$ cat src/rtl/fetch_queue_ctrl.sv
// fetch_queue_ctrl: fetch->decode queue push/pop/flush controller with occupancy mirror and post-flush discard window
module fetch_queue_ctrl #(
  parameter int CHANNEL = 4,
  parameter int DEPTH = 2,
  parameter int ISSUE_WIDTH = 2,
  parameter int FLUSH_CYCLES = 2,
  localparam int CAP = CHANNEL * DEPTH,
  localparam int CW = $clog2(CAP + 1),
  localparam int FW = $clog2(CHANNEL + 1),
  localparam int IW = $clog2(ISSUE_WIDTH + 1)
) (
  input  logic          clk,
  input  logic          rst,
  input  logic          flush_req,
  input  logic          fetch_valid,
  input  logic [FW-1:0] fetch_num,
  output logic          fetch_ready,
  input  logic [IW-1:0] decode_req,
  output logic [IW-1:0] decode_avail,
  output logic [FW-1:0] queue_push_num,
  output logic [IW-1:0] queue_pop_num,
  output logic          queue_flush,
  output logic [CW-1:0] occupancy
);
  localparam int DW = $clog2(FLUSH_CYCLES + 1);
  typedef enum logic {RUN, DISCARD} state_t;
  state_t state, state_next;
  logic [CW-1:0] occ, occ_next, free;
  logic [DW-1:0] cnt, cnt_next;
  logic [FW-1:0] eff;
  logic [IW-1:0] req_c, pop, avail;
  logic fits;
  assign eff = (fetch_num > FW'(CHANNEL)) ? FW'(CHANNEL) : fetch_num;
  // free space comes from registered occupancy only; same-cycle pops never make room
  assign free = CW'(CAP) - occ;
  assign fits = CW'(eff) <= free;
  assign req_c = (decode_req > IW'(ISSUE_WIDTH)) ? IW'(ISSUE_WIDTH) : decode_req;
  assign pop = (CW'(req_c) <= occ) ? req_c : IW'(occ);
  assign avail = (occ >= CW'(ISSUE_WIDTH)) ? IW'(ISSUE_WIDTH) : IW'(occ);
  assign occupancy = occ;
  always_comb begin
    state_next = state;
    occ_next = occ;
    cnt_next = cnt;
    fetch_ready = 1'b0;
    queue_push_num = '0;
    queue_pop_num = '0;
    decode_avail = '0;
    queue_flush = 1'b0;
    if (rst) begin
      queue_flush = 1'b1;
      occ_next = '0;
      cnt_next = '0;
      state_next = RUN;
    end else if (flush_req) begin
      queue_flush = 1'b1;
      occ_next = '0;
      cnt_next = DW'(FLUSH_CYCLES);
      state_next = DISCARD;
    end else if (state == DISCARD) begin
      // stale in-flight groups are handshaken but never written
      fetch_ready = 1'b1;
      cnt_next = cnt - 1'b1;
      state_next = (cnt == DW'(1)) ? RUN : DISCARD;
    end else begin
      fetch_ready = fits;
      queue_push_num = (fetch_valid && fits) ? eff : '0;
      queue_pop_num = pop;
      decode_avail = avail;
      occ_next = occ + CW'(queue_push_num) - CW'(queue_pop_num);
    end
  end
  always_ff @(posedge clk) begin
    if (rst) begin
      state <= RUN;
      occ <= '0;
      cnt <= '0;
    end else begin
      state <= state_next;
      occ <= occ_next;
      cnt <= cnt_next;
    end
  end
endmodule

$ cat config.mk
export PLATFORM = sky130hd
export DESIGN_NAME = fetch_queue_ctrl
export DESIGN_NICKNAME = d
export VERILOG_FILES = /design/src/rtl/fetch_queue_ctrl.sv
export SDC_FILE = /design/constraint.sdc
export NUM_CORES = 1
export LEC_CHECK = 0
export ABC_AREA = 1
export BUFFER_PORTS_ARGS = -buffer_cell sky130_fd_sc_hd__buf_2
export CAP_MARGIN = 30
export CORE_UTILIZATION = 53
export CTS_BUF_LIST = sky130_fd_sc_hd__clkbuf_4 sky130_fd_sc_hd__clkbuf_8
export DETAILED_ROUTE_END_ITERATION = 10
export GPL_ROUTABILITY_DRIVEN = 0
export PLACE_DENSITY = 0.93
export SLEW_MARGIN = 40
export SYNTH_ARGS = -nofsm -noshare
export SYNTH_HDL_FRONTEND = slang
export SYNTH_SLANG_ARGS = --single-unit
export TNS_END_PERCENT = 30
$ cat constraint.sdc
create_clock -name clk -period 3.8 [get_ports clk]
set_input_delay 0.19 -clock clk [delete_from_list [all_inputs] [get_ports clk]]
set_output_delay 0.19 -clock clk [all_outputs]
set_load 0.01 [all_outputs]
==> results.yml <==
outcome:
  run_status: "completed"
worst_setup_path:
  criticalPathCategory: "flip-flop to flip-flop"
  timing.critical_path.arrival_ns: 3.39
  worst-path-max-fanout: 8
  largest_stage_delay_worst_path_ns: 0.49
  startpoint_type: "flip-flop"
  crit_family: "adder cells"
  crit_path_top_delay_cell: "sky130_fd_sc_hd__fa_1"
  worst_ep_required_time_ns: 3.95
  worstPathCellList: "inv_1, ha_1, xor2_1, ha_1, nand3_1, nand2_1, nor2_1, nand2_2, nand3_1, inv_1, fa_1, fa_1, xor2_1, o21ai_0, inv_1"
  dominant_cell_type_by_count_on_the_critical_path: "sky130_fd_sc_hd__inv_1"
  worst-path-buf-inv: 3
  timing.critical_path.to_type: "flip-flop"
floorplan:
  floorplan.io_pins: 22
  fp.dieW_um: 40.4
  die_y_um: 40.4
  initial_core_util: 0.585
  dieArea_mm2: 0.00163
  std_cell_rows: 13
  core-area_mm2: 0.00133
clock_tree:
  cts_buffer_depth: 2
  h_tree_depth: 1
  clk_latency_ns: 0.25
  clkSinkCount: 7
  ctsResizeCount: 0
  cts_setup_buffers: 0
  clk_pin_slew_ns: 0.05
  cts_made_buffers: 3
  cts_tree: "yes"
  cts_hold_repair.buffers: 0
  clk_root_buffer_cell: "sky130_fd_sc_hd__clkbuf_4"
synthesis:
  netlist-cell-type-count: 20
  synth_async_sr_flop_share: 0
  postSynth.topFlopCell: "sky130_fd_sc_hd__dfxtp_1"
  ys_ff_latch: 7
  yosys_warnings: 0
  synth_top_area_frac: 0.208
  syn-num-nets: 142
  largest_cells_by_area_after_synthesis: "sky130_fd_sc_hd__ha_1, sky130_fd_sc_hd__dfxtp_1, sky130_fd_sc_hd__inv_1"
  netlist_area_um2: 781
  yosysTopAreaCell: "sky130_fd_sc_hd__ha_1"
  synth_enable_flop_cells: 0
  synth.most_common_cell: "sky130_fd_sc_hd__inv_1"
  syn_area_per_cell_um2: 6.62
  cells_after_synthesis: 118
  synth.top_cells.by_count: "sky130_fd_sc_hd__inv_1, sky130_fd_sc_hd__nand2_1, sky130_fd_sc_hd__nor2_1"
  seq_area_frac_synth: 0.179
placement:
  detailed_place_hpwl_um: 1360
  place_worst_setup_slack_ns: 0.589
  placement.io_buffers: 21
sta:
  hold_violations: 0
  worst-slew-pin-transition_ns: 0.362
  setup_ws_ns: 0.555
  final_max_tran_viols: 0
  worst_clock_skew_ns: 0.000986
  setup_violations: 0
  fmax_ghz: 0.308
  final.period_utilization: 0.854
  relSlewSlack: 0.756
  rsz_0062_raised_after_global_routing: "no"
  totalNegativeSetupSlack_ns: 0
  finalCriticalPeriod_ns: 3.25
detailed_routing:
  count_of_antenna_violating_nets_left_after_detailed_routing: 0
  detail_route.drc_violations: 0
  avgRoutedWirePerCell_um: 10.9
  drt-total-wl_um: 1680
  vias: 784
  drt_pre_antenna_iters: 4
  via_per_inst: 5.09
  detail_route.iter0.violations: 25
cells_and_area:
  layout.core_utilization: 0.683
  nNetsFinal: 164
  final_layout_size_suffix_gt1_frac: 0.201
  antenna-diode-count: 0
  synthToLayoutAreaGrowth_pct: 16.7
global_route:
  grt_antenna_before_repair: 0
  grt_use_total: 0.214
  grt_overflow_total: 0
  grt_first_pass_wirelength_um: 2360
  maximum_number_of_pins_on_one_net_before_global_route_repair: 12
  grt_pass1_vias: 628
power_and_ir_drop:
  peakVddDrop_v: 0.000359
  pwr_density_cell_mw_per_mm2: 603
  power_leakage_nw: 0.532
run:
  max_cap_viol_count: 0
min_path:
  min_path_type: "input port to flip-flop"
## layer usage
layer,up-vias,global-route usage,part of all wire
met4,0,0.00833,0
met5,-,0,0
met3,0,0.0500,0.054
li1,406,-,-
met2,26,0.401,0.49
met1,352,0.256,0.46
## stage by stage
| stage | total power, mW | area [um^2] | hold slack, ns | std cells |
|---|---|---|---|---|
| 2_1_floorplan | 0.397 | 781 | 0.259 | 118 |
| 3_3_place_gp | 0.452 | 881 | 0.379 | 150 |
| 3_5_place_dp | 0.473 | 881 | 0.388 | 150 |
| 4_1_cts | 0.551 | 911 | 0.124 | 154 |
| 5_1_grt | 0.622 | 911 | 0.132 | 154 |
| 6_report | 0.549 | 911 | 0.127 | 154 |
## registers in the layout, indices dropped and copies added (netlist names)
register and cells:
cnt 2, occupancy 4, state 1
## placed cells by master (no fill, tap or decap)
cell	n
sky130_fd_sc_hd__dfxtp_1	7
sky130_fd_sc_hd__fa_1	2
sky130_fd_sc_hd__inv_1	23
sky130_fd_sc_hd__nand2_2	1
sky130_fd_sc_hd__nand3_1	7
sky130_fd_sc_hd__clkbuf_4	4
sky130_fd_sc_hd__nor2_1	17
sky130_fd_sc_hd__xor2_1	3
sky130_fd_sc_hd__o21bai_1	3
sky130_fd_sc_hd__nand2_1	20
sky130_fd_sc_hd__inv_2	1
sky130_fd_sc_hd__ha_1	13
sky130_fd_sc_hd__o21ai_1	2
sky130_fd_sc_hd__a21oi_1	8
sky130_fd_sc_hd__nor2_2	1
sky130_fd_sc_hd__buf_2	21
sky130_fd_sc_hd__xnor2_1	2
sky130_fd_sc_hd__nor4_1	1
sky130_fd_sc_hd__o21ai_0	3
## worst paths after layout
check          startpoint      endpoint  slack (ns)  cells after the start
max          occupancy[0]  occupancy[2]        0.55                     15
min                   rst        cnt[1]        0.13                      2
max reg2reg  occupancy[0]  occupancy[2]        0.55                     15
min reg2reg        cnt[1]        cnt[1]        0.49                      2
## power by group
group | switching (mW) | leakage (nW) | internal, mW
registers | 0.0258 | 0.0577 | 0.0860
clock network | 0.0298 | 0.0184 | 0.0474
logic | 0.208 | 0.455 | 0.152
total | 0.264 | 0.532 | 0.286
## cell type report
class | instances | area [um^2]
flip-flops and latches | 7 | 140
repair buffers | 21 | 105
fillers | 115 | 423
multi-input cells | 83 | 527
well taps | 15 | 18.8
inverters | 24 | 90.1
clock buffers | 4 | 30.0
## kinds of logic after synthesis
logic type	count (synthesis)	synth area share
adders and majority gates	15	0.260
and+or+nand+nor	47	0.247
AOI/OAI and AO/OA	16	0.112
xor gates and xnor gates	5	0.0561
DFF	7	0.179
buffers and inverters	28	0.146
(Power assumes the default switching activity.)
